<file path="src/rtl/bmc_pkg.sv">
// Shared types and defaults for the optical-link BMC receive path.
// Used by bmc_cell_sampler and by the bmc_decoder-side benches.
package bmc_pkg;

  localparam int OSR_DEF = 8;
  localparam int TOL_DEF = 2;

  typedef enum logic {
    HUNT,
    LOCKED
  } state_t;

  typedef enum logic [1:0] {
    GAP_SHORT,
    GAP_LONG,
    GAP_BAD
  } gap_class_t;

endpackage

</file>
<file path="src/rtl/sync_2ff.sv">
// Generic two-flop synchronizer, width-parameterized, sync active-low reset.
// Ports: clk, rst (active low), d (async input), q (synchronized output).
module sync_2ff #(
  parameter int W = 1
) (
  input  logic         clk,
  input  logic         rst,
  input  logic [W-1:0] d,
  output logic [W-1:0] q
);

  logic [W-1:0] meta;

  always_ff @(posedge clk) begin
    if (!rst) begin
      meta <= '0;
      q    <= '0;
    end else begin
      meta <= d;
      q    <= meta;
    end
  end

endmodule

</file>
<file path="src/rtl/bmc_cell_sampler.sv">
// Oversampling BMC receive front-end: locks to edge gaps, emits half-cells.
// Ports: clk, rst (sync active low), rx_in (async), o_cell/o_valid, o_locked, o_err_cnt.
module bmc_cell_sampler
  import bmc_pkg::*;
#(
  parameter int OSR        = OSR_DEF,
  parameter int TOL        = TOL_DEF,
  parameter int LOCK_EDGES = 4,
  parameter int CNT_W      = $clog2(2*OSR+TOL+2)
) (
  input  logic       clk,
  input  logic       rst,
  input  logic       rx_in,
  output logic       o_cell,
  output logic       o_valid,
  output logic       o_locked,
  output logic [7:0] o_err_cnt
);

  localparam int CNT_MAX = 2*OSR + TOL + 1;
  // gap = cnt+1 may need one bit more than cnt
  localparam int GW      = CNT_W + 1;
  localparam int GOOD_W  = $clog2(LOCK_EDGES + 1);

  function automatic gap_class_t classify(input logic [GW-1:0] g);
    int gi;
    gi = int'(g);
    classify = GAP_BAD;
    unique case (1'b1)
      (gi >= OSR-TOL && gi <= OSR+TOL):
        classify = GAP_SHORT;
      (gi >= 2*OSR-TOL && gi <= 2*OSR+TOL):
        classify = GAP_LONG;
      default:
        classify = GAP_BAD;
    endcase
  endfunction

  logic              rx_s;
  logic              prev;
  logic              edge_det;
  logic [CNT_W-1:0]  cnt;
  logic [GW-1:0]     gap;
  gap_class_t        gclass;
  logic              timeout;
  logic              emit_pt;
  state_t            state;
  logic [GOOD_W-1:0] good_cnt;

  sync_2ff #(.W(1)) u_sync (
    .clk (clk),
    .rst (rst),
    .d   (rx_in),
    .q   (rx_s)
  );

  assign edge_det = (rx_s != prev);
  assign gap      = GW'(cnt) + GW'(1);
  assign gclass   = classify(gap);
  assign timeout  = !edge_det && (cnt == CNT_W'(CNT_MAX));
  // sample points at the middle of the first and second half-cell
  assign emit_pt  = (cnt == CNT_W'(OSR/2 - 1)) ||
                    (cnt == CNT_W'(OSR + OSR/2 - 1));

  always_ff @(posedge clk) begin
    if (!rst) begin
      prev      <= 1'b0;
      cnt       <= '0;
      good_cnt  <= '0;
      state     <= HUNT;
      o_cell    <= 1'b0;
      o_valid   <= 1'b0;
      o_locked  <= 1'b0;
      o_err_cnt <= '0;
    end else begin
      prev    <= rx_s;
      o_valid <= 1'b0;

      if (edge_det)
        cnt <= '0;
      else if (cnt != CNT_W'(CNT_MAX))
        cnt <= cnt + CNT_W'(1);

      unique case (state)
        HUNT: begin
          if (edge_det && gclass != GAP_BAD) begin
            if (good_cnt == GOOD_W'(LOCK_EDGES - 1)) begin
              state    <= LOCKED;
              o_locked <= 1'b1;
              good_cnt <= '0;
            end else begin
              good_cnt <= good_cnt + GOOD_W'(1);
            end
          end else if (edge_det || timeout) begin
            good_cnt <= '0;
          end
        end
        LOCKED: begin
          if ((edge_det && gclass == GAP_BAD) || timeout) begin
            state    <= HUNT;
            o_locked <= 1'b0;
            good_cnt <= '0;
            if (o_err_cnt != 8'hFF)
              o_err_cnt <= o_err_cnt + 8'd1;
          end else if (!edge_det && emit_pt) begin
            o_valid <= 1'b1;
            o_cell  <= rx_s;
          end
        end
        default: begin
          state    <= HUNT;
          o_locked <= 1'b0;
        end
      endcase
    end
  end

endmodule

</file>
<file path="config.mk">
export PLATFORM = sky130hd
export DESIGN_NAME = bmc_cell_sampler
export DESIGN_NICKNAME = d
export VERILOG_FILES = /design/src/rtl/bmc_pkg.sv /design/src/rtl/sync_2ff.sv /design/src/rtl/bmc_cell_sampler.sv
export SDC_FILE = /design/constraint.sdc
export NUM_CORES = 1
export LEC_CHECK = 0
export CORE_ASPECT_RATIO = 0.8
export CORE_MARGIN = 4
export CORE_UTILIZATION = 54
export CTS_CLUSTER_SIZE = 28
export DETAILED_ROUTE_END_ITERATION = 8
export GPL_TIMING_DRIVEN = 1
export MAX_ROUTING_LAYER = met4
export PLACE_DENSITY_LB_ADDON = 0.15
export SLEW_MARGIN = 20
export SYNTH_ARGS = -nofsm -noshare
export SYNTH_HDL_FRONTEND = slang
export SYNTH_SLANG_ARGS = --single-unit
export TNS_END_PERCENT = 100
</file>
<file path="constraint.sdc">
create_clock -name clk -period 3 [get_ports clk]
set_input_delay 0.45 -clock clk [delete_from_list [all_inputs] [get_ports clk]]
set_output_delay 0.45 -clock clk [all_outputs]
set_load 0.02 [all_outputs]
</file>
==> flow_summary_export.csv, run 1 <==
group,metric,value,unit
layout,finalNetCount,165,
layout,antenna_cells,0,
sta,rsz0062_at_grt,"no",
logic_synthesis,synth_area_per_cell,8.38,um2
worst_setup_path,start_kind,"flop",
layout,fill_cells,198,
logic_synthesis,synth_area,1240,um2
worst_setup_path,cp_num_buf_inv,0,
sta,fin_skew,0.00416,ns
detailed_routing,drt_iter0_drc,37,
layout,post-route-cell-area,1380,um2
logic_synthesis,synth.most_common_cell,"dfxtp_1",
global_route,grt_pass1_wl,4280,um
worst_hold_path,holdCritPathClass,"flop to flop",
logic_synthesis,async_flop_share,0,%
die,initial_utilization,57.0,%
global_route,antenna_found_initial,0,
worst_setup_path,crit_family,"simple AND/OR/NAND/NOR gates",
logic_synthesis,synth-seq-cells,23,
worst_setup_path,critical_path_arrival,2.85,ns
worst_hold_path,holdPathEnd,"good_cnt[2]",
worst_hold_path,min_from,"good_cnt[2]",
placement,pre_cts_slack,0.483,ns
sta,hold_violations,0,
cts,cts_hold_buf,0,
placement,placed_area,1360,um2
die,core,2180,um2
logic_synthesis,synth_area_leaders,"dfxtp_1 (37%), mux2i_1 (6.5%), nand2_1 (5.1%)",
worst_setup_path,worstPathRequired,3.25,ns
cts,clock_tree.buffer_depth,2,
layout,stdcell_count,182,
detailed_routing,wl_per_cell,13.1,um
cts,root_buffer,"clkbuf_4",
sta,setup_viol,0,
global_route,grt_usage,18.1,%
cts,clk_pin_slew,0.12,ns
layout,area_growth,11.4,%
die,die_h,50.9,um
detailed_routing,drc,0,
worst_setup_path,r2r_slack,0.39,ns
placement,hpwl,1710,um
cts,htreeDepth,1,
worst_setup_path,r2r_end,"o_err_cnt[4]",
global_route,grt-ovfl-total,0,
placement,gp_congestion,0.902,
cts,numCtsBuffers,3,
sta,tns,0,ns
sta,finalWorstSetupSlack,0.395,ns
cts,clock-sinks,23,
logic_synthesis,synth-edff-count,0,
logic_synthesis,synthFlopType,"dfxtp_1",
detailed_routing,drt-total-wl,2390,um
logic_synthesis,syn_nets,155,
worst_setup_path,slowest_delay,0.53,ns
global_route,met1_usage,24.6,%
detailed_routing,drt_pre_antenna_iters,4,
power,cellLeakagePower,0.489,nW
worst_hold_path,holdPathStages,2,
die,ios,14,
sta,whs,0.456,ns
logic_synthesis,synth_top_area_cell,"dfxtp_1",
worst_setup_path,worstSetupPathType,"flop to flop",
die,die_w,61.6,um
sta,fmax,384,MHz
sta,slew_headroom,62.1,%
worst_setup_path,r2r_cells,7,
worst_setup_path,cp-end-kind,"flop",
outcome,status,"finished, final reports clean",
worst_setup_path,crit_chain,"ha_1, nor3b_1, a311o_1, a21oi_1, and3_1, nor3_1, mux2i_1",
detailed_routing,via_per_inst,5.66,
detailed_routing,route.vias.total,1031,
logic_synthesis,synthCells,148,
sta,post-route-period-util,86.8,%
placement,dp.cells,178,
sta,tightestPinTransition,0.568,ns
sta,slew_viol_final,0,
flow_run,max_cap_viol_count,0,
logic_synthesis,yosys_warnings,0,
layout,drive_above_1_share,3.82,%
logic_synthesis,synth_cell_type_count,41,
detailed_routing,drtAntennaViolNets,0,
cts,worst_skew_pair.late_latency,0.30,ns
global_route,grt_use_met3,5.81,%
logic_synthesis,synthTopCellsByCount,"dfxtp_1 (23), nand2_1 (17), mux2i_1 (8), nor2_1 (8), nand3_1 (7)",
worst_setup_path,cp_max_fo,17,
global_route,grt_pass1_vias,976,
global_route,grt_max_degree,26,
logic_synthesis,synth_top_area_share,37.1,%
power,p_per_area,367,nW/um2
worst_setup_path,r2r-start,"cnt[0]",
global_route,top_usage_layer,"met2",
sta,finalCriticalPeriod,2.61,ns
cts,cts_tree,"yes",
logic_synthesis,seq_area_frac_synth,37.1,%
cts,cts_resized,0,
placement,io_buffers,13,
layout,multi_input_area,703,um2
power,vdd_ir_drop_max,0.000244,V
cts,postCtsSetupRepairBufs,0,
layout,seq_area,460,um2
worst_setup_path,cpMaxStageDelayCell,"dfxtp_1",
die,die-area,3130,um2
global_route,use_met2,26.7,%
die,num_rows,15,
-- flip-flops by register name (all words and copies together) (netlist names) --
name and cells:
prev 1, o_valid 1, state 1, good_cnt 3, u_sync.q 1, o_cell 1, o_err_cnt 8, o_locked 1
u_sync.meta 1, cnt 5
-- worst reg2reg max path: stages (launching register included) --
cell and delay (ns):
dfxtp_1 0.53, ha_1 0.46, nor3b_1 0.33, a311o_1 0.21
a21oi_1 0.06, and3_1 0.38, nor3_1 0.39, mux2i_1 0.21
-- kinds of logic after synthesis --
| logic type | after synthesis | share of synthesized area, % |
|---|---|---|
| AND/OR/NAND/NOR | 66 | 28.3 |
| adder cells (fa/ha/maj) | 4 | 4.04 |
| XOR/XNOR | 5 | 3.53 |
| buffers and inverters | 15 | 6.16 |
| flip-flops | 23 | 37.1 |
| multiplexers | 8 | 6.46 |
| AO/OA/AOI/OAI | 27 | 14.4 |
-- final cells by class --
type | instances | area share [%]
Tap cell | 25 | 2.26
Multi-Input combinational cell | 110 | 50.9
Inverter | 6 | 1.63
Clock buffer | 4 | 1.90
Sequential cell | 23 | 33.3
Timing Repair Buffer | 14 | 9.96
-- layer usage --
layer | up-vias | routed length (um)
met3 | 2 | 108
met4 | 0 | 10
li1 | 536 | -
met5 | - | 0
met1 | 471 | 1210
met2 | 22 | 1060
-- through the flow --
stage | util (%) | power, mW
floorplan | - | 0.365
detailed placement | 62.2 | 0.374
finish | 63.4 | 0.507
global placement | 62.2 | 0.374
global route | 63.4 | 0.540
CTS | 63.4 | 0.513
-- layout by cell type (no fill, tap or decap), drive strengths merged, types with 2 or more instances in the layout --
| cell type | count |
|---|---|
| nand2b | 6 |
| nand2 | 17 |
| inv | 6 |
| a21boi | 4 |
| ha | 4 |
| o21ai | 5 |
| clkdlybuf4s50 | 13 |
| and3 | 3 |
| nor2b | 4 |
| a31oi | 2 |
| clkbuf | 4 |
| xor2 | 3 |
| nor2 | 8 |
| nand3 | 7 |
| mux2i | 8 |
| nor3b | 3 |
| and2 | 4 |
| a21oi | 6 |
| nor3 | 6 |
| dfxtp | 23 |
| xnor2 | 2 |
-- where the power goes --
group          switching (mW)  internal (mW)  total, mW
Clock                  0.0866         0.0519      0.138
Sequential            0.00840          0.310      0.319
Combinational          0.0269         0.0230     0.0499
-- worst max path at each step --
stage	cells past startpoint	endpoint	slack, ns	startpoint
floorplan	9	o_err_cnt[2]	0.86	cnt[1]
global placement	7	o_err_cnt[4]	0.52	cnt[0]
detailed placement	7	o_err_cnt[4]	0.48	cnt[0]
CTS	7	o_err_cnt[4]	0.42	cnt[0]
global route	7	o_err_cnt[4]	0.19	cnt[0]
finish	7	o_err_cnt[4]	0.39	cnt[0]
No activity file was read; power rests on OpenSTA's default activity.
==> run 2, diff against run 1 <==
==> constraint.sdc (replaced) <==
create_clock -name clk -period 3 [get_ports clk]
set_input_delay 0.3 -clock clk [delete_from_list [all_inputs] [get_ports clk]]
set_output_delay 0.3 -clock clk [all_outputs]
set_load 0.02 [all_outputs]
==> results of run 2 <==
Final layout, timing and power as in run 1 (identical DEF).
==> run 3, diff against run 2 <==
--- a/config.mk
+++ b/config.mk
@@ -5,10 +5,11 @@
 export SDC_FILE = /design/constraint.sdc
 export NUM_CORES = 1
 export LEC_CHECK = 0
+export ABC_AREA = 1
 export CORE_ASPECT_RATIO = 0.8
 export CORE_MARGIN = 4
-export CORE_UTILIZATION = 54
-export CTS_CLUSTER_SIZE = 28
+export CORE_UTILIZATION = 55
+export CTS_CLUSTER_SIZE = 24
 export DETAILED_ROUTE_END_ITERATION = 8
 export GPL_TIMING_DRIVEN = 1
 export MAX_ROUTING_LAYER = met4
==> run 3 against run 2 <==
Effect of this change:
- cell area is 4.6% higher
- fmax rose by 33%
- clock skew up 0.0070 ns
- largest cell class unchanged
- sequential power barely moved
- area after synthesis grew 2.6%
- largest power group unchanged
- die area grew 0.64%
- wire length increased by 6.6%
- highest routed layer unchanged
- cell count up 15%
- total power is 2.4% higher
- critical path depth up 3
==> flow_summary_export.csv, run 3 <==
group,metric,value,unit
cts,clock_tree.buffer_depth,2,
global_route,grt_use_met3,5.56,%
logic_synthesis,synth_area_per_cell,7.49,um2
detailed_routing,drt-total-wl,2550,um
detailed_routing,wl_per_cell,12.2,um
layout,regMostFlops,"o_err_cnt",
layout,drive_above_1_share,16.8,%
power,total_power,0.519,mW
sta,slew_viol_final,0,
die,num_rows,15,
layout,final_cell_mix,"nand2_1 (33), dfxtp_1 (23), inv_1 (19)",
power,p_sw,0.138,mW
detailed_routing,drtAntennaViolNets,0,
cts,clk_pin_slew,0.12,ns
logic_synthesis,synth_area,1270,um2
layout,multi_input_area,709,um2
layout,antenna_cells,0,
layout,finalNetCount,192,
worst_setup_path,r2r-start,"cnt[1]",
layout,fin_util,66.4,%
logic_synthesis,synthFlopType,"dfxtp_1",
power,p_int,0.382,mW
power,p_per_area,359,nW/um2
power,vdd_ir_drop_max,0.000365,V
logic_synthesis,synth_top_area_cell,"dfxtp_1",
cts,cts_hold_buf,0,
worst_setup_path,worstPathRequired,3.24,ns
sta,fin_skew,0.0112,ns
sta,finalCriticalPeriod,1.96,ns
logic_synthesis,synth.area.mux_share,0,%
layout,largest_reg_flops,8,
layout,reg_top3,"o_err_cnt: 8 flops, cnt: 5 flops, good_cnt: 3 flops",
power,seq_power_share,60.9,%
die,die_h,51.0,um
sta,fmax,509,MHz
logic_synthesis,yosys_warnings,0,
worst_setup_path,critical_path_arrival,2.20,ns
cts,htreeDepth,1,
global_route,met1_usage,24.5,%
cts,numCtsBuffers,3,
power,swShare,26.5,%
layout,final_common_cell,"nand2_1",
global_route,grt_usage,19.1,%
global_route,grt_max_degree,16,
logic_synthesis,synthTopCellsByCount,"nand2_1 (33), dfxtp_1 (23), inv_1 (19)",
detailed_routing,drc,0,
detailed_routing,via_per_inst,5.37,
sta,slew_headroom,60.3,%
worst_hold_path,holdCritPathClass,"flop to flop",
logic_synthesis,synthCells,170,
logic_synthesis,synth-compound-area-share,8.36,%
logic_synthesis,synth_top_family_by_area,"simple AND/OR/NAND/NOR gates",
cts,cts_tree,"yes",
sta,tns,0,ns
sta,tightestPinTransition,0.595,ns
layout,area_growth,13.6,%
logic_synthesis,synthSimpleGateAreaFrac,39.3,%
die,die_w,61.8,um
die,ios,14,
global_route,grt_pass1_vias,1103,
cts,cts_resized,0,
placement,hpwl,1980,um
logic_synthesis,synth-seq-cells,23,
worst_setup_path,cpMaxStageDelayCell,"dfxtp_1",
global_route,use_met2,30.0,%
logic_synthesis,synth-edff-count,0,
placement,gp_congestion,0.871,
worst_setup_path,crit_chain,"inv_1, ha_1, or2_2, nand2_1, a21oi_1, nand3_2, nor2_4, nor2_4, nand4_1, a21oi_1",
placement,io_buffers,13,
detailed_routing,drt_pre_antenna_iters,4,
worst_hold_path,holdPathEnd,"u_sync.q",
logic_synthesis,synth_cell_type_count,29,
worst_setup_path,slowest_delay,0.40,ns
placement,placed_area,1420,um2
sta,setup_viol,0,
logic_synthesis,syn_nets,177,
power,clock_power_share,27.0,%
sta,post-route-period-util,65.5,%
power,p_comb_share,12.1,%
logic_synthesis,synth.most_common_cell,"nand2_1",
die,die-area,3150,um2
global_route,grt-ovfl-total,0,
global_route,grt_pass1_wl,4480,um
logic_synthesis,async_flop_share,0,%
global_route,antenna_found_initial,0,
sta,hold_violations,0,
worst_setup_path,worstSetupPathType,"flop to flop",
layout,fill_cells,203,
worst_setup_path,cp-end-kind,"flop",
worst_setup_path,cp_max_fo,9,
logic_synthesis,synth_xor_area_share,4.13,%
worst_setup_path,r2r_slack,1.04,ns
detailed_routing,drt_iter0_drc,63,
logic_synthesis,synth_area_leaders,"dfxtp_1 (36%), nand2_1 (9.7%), inv_1 (5.6%)",
sta,rsz0062_at_grt,"no",
die,core,2180,um2
layout,post-route-cell-area,1450,um2
cts,clock-sinks,23,
cts,root_buffer,"clkbuf_4",
logic_synthesis,synth_top_area_share,36.2,%
global_route,top_usage_layer,"met2",
logic_synthesis,synth_fa_ha_area_share,3.93,%
layout,seq_area,460,um2
outcome,status,"finished, final reports clean",
worst_hold_path,holdPathStages,2,
logic_synthesis,seq_area_frac_synth,36.2,%
power,cellLeakagePower,0.580,nW
worst_setup_path,start_kind,"flop",
worst_setup_path,r2r_end,"o_err_cnt[3]",
flow_run,max_cap_viol_count,0,
die,initial_utilization,58.4,%
worst_hold_path,min_from,"u_sync.meta",
detailed_routing,route.vias.total,1123,
cts,worst_skew_pair.late_latency,0.31,ns
worst_setup_path,r2r_cells,10,
cts,postCtsSetupRepairBufs,0,
## run 3: changes by cell type after synthesis, moves of 8 or more
cell,delta
mux2i_1,-8
nand2_2,+8
a21oi_1,+8
nand4_1,+10
inv_1,+13
nand2_1,+16
## run 3: routing by layer
metal | up-vias | share of wire, %
met5 | - | 0
met4 | 0 | 0.59
met3 | 2 | 4.0
met1 | 506 | 49
met2 | 28 | 46
li1 | 587 | -
## run 3: worst max path at each step
stage,from,endpoint,slack [ns],cells past startpoint
after floorplan,cnt[1],o_err_cnt[5],1.29,11
after CTS,cnt[1],o_err_cnt[3],1.02,10
final,cnt[1],o_err_cnt[3],1.04,10
after global routing,cnt[0],o_err_cnt[3],0.86,9
after global placement,cnt[1],o_locked,1.11,11
after detailed placement,cnt[1],o_err_cnt[3],1.06,10
## run 3: logic make-up (layout without fill, tap and decap cells)
group / Yosys count / in the layout
xor+xnor: 6 / 6
compound gates: 19 / 19
buf+inv: 26 / 40
fa+ha+maj: 4 / 4
flops: 23 / 23
simple gates: 92 / 92
## run 3: critical path: cells and delay by family (launching register included)
kind / cells / cell delay, ns
AND/OR/NAND/NOR: 6 / 0.86
flip-flops: 1 / 0.40
adder cells (fa/ha/maj): 1 / 0.31
AO/OA/AOI/OAI: 2 / 0.25
buffers and inverters: 1 / 0.08
## run 3: power by group through the flow
stage | combinational [mW] | clock (mW) | sequential, mW
after CTS | 0.0635 | 0.146 | 0.316
after detailed placement | 0.0631 | 0 | 0.323
after global placement | 0.0616 | 0 | 0.323
after floorplan | 0.0516 | 0 | 0.321
after global routing | 0.0708 | 0.159 | 0.318
final | 0.0628 | 0.140 | 0.316
## run 3: stage by stage
stage / instances / setup slack (ns) / hold WS, ns
2_1_floorplan: 170 / 1.29 / 0.390
3_3_place_gp: 205 / 1.11 / 0.395
3_5_place_dp: 205 / 1.06 / 0.405
4_1_cts: 209 / 1.02 / 0.431
5_1_grt: 209 / 0.859 / 0.453
6_report: 209 / 1.04 / 0.426
## run 3: cell type report
| class | instances | area share (%) |
|---|---|---|
| inverters | 23 | 5.97 |
| clock inverters | 1 | 0.346 |
| flip-flops and latches | 23 | 31.9 |
| repair buffers | 13 | 9.00 |
| clock buffers | 3 | 1.56 |
| multi-input cells | 121 | 49.1 |
| well taps | 25 | 2.16 |
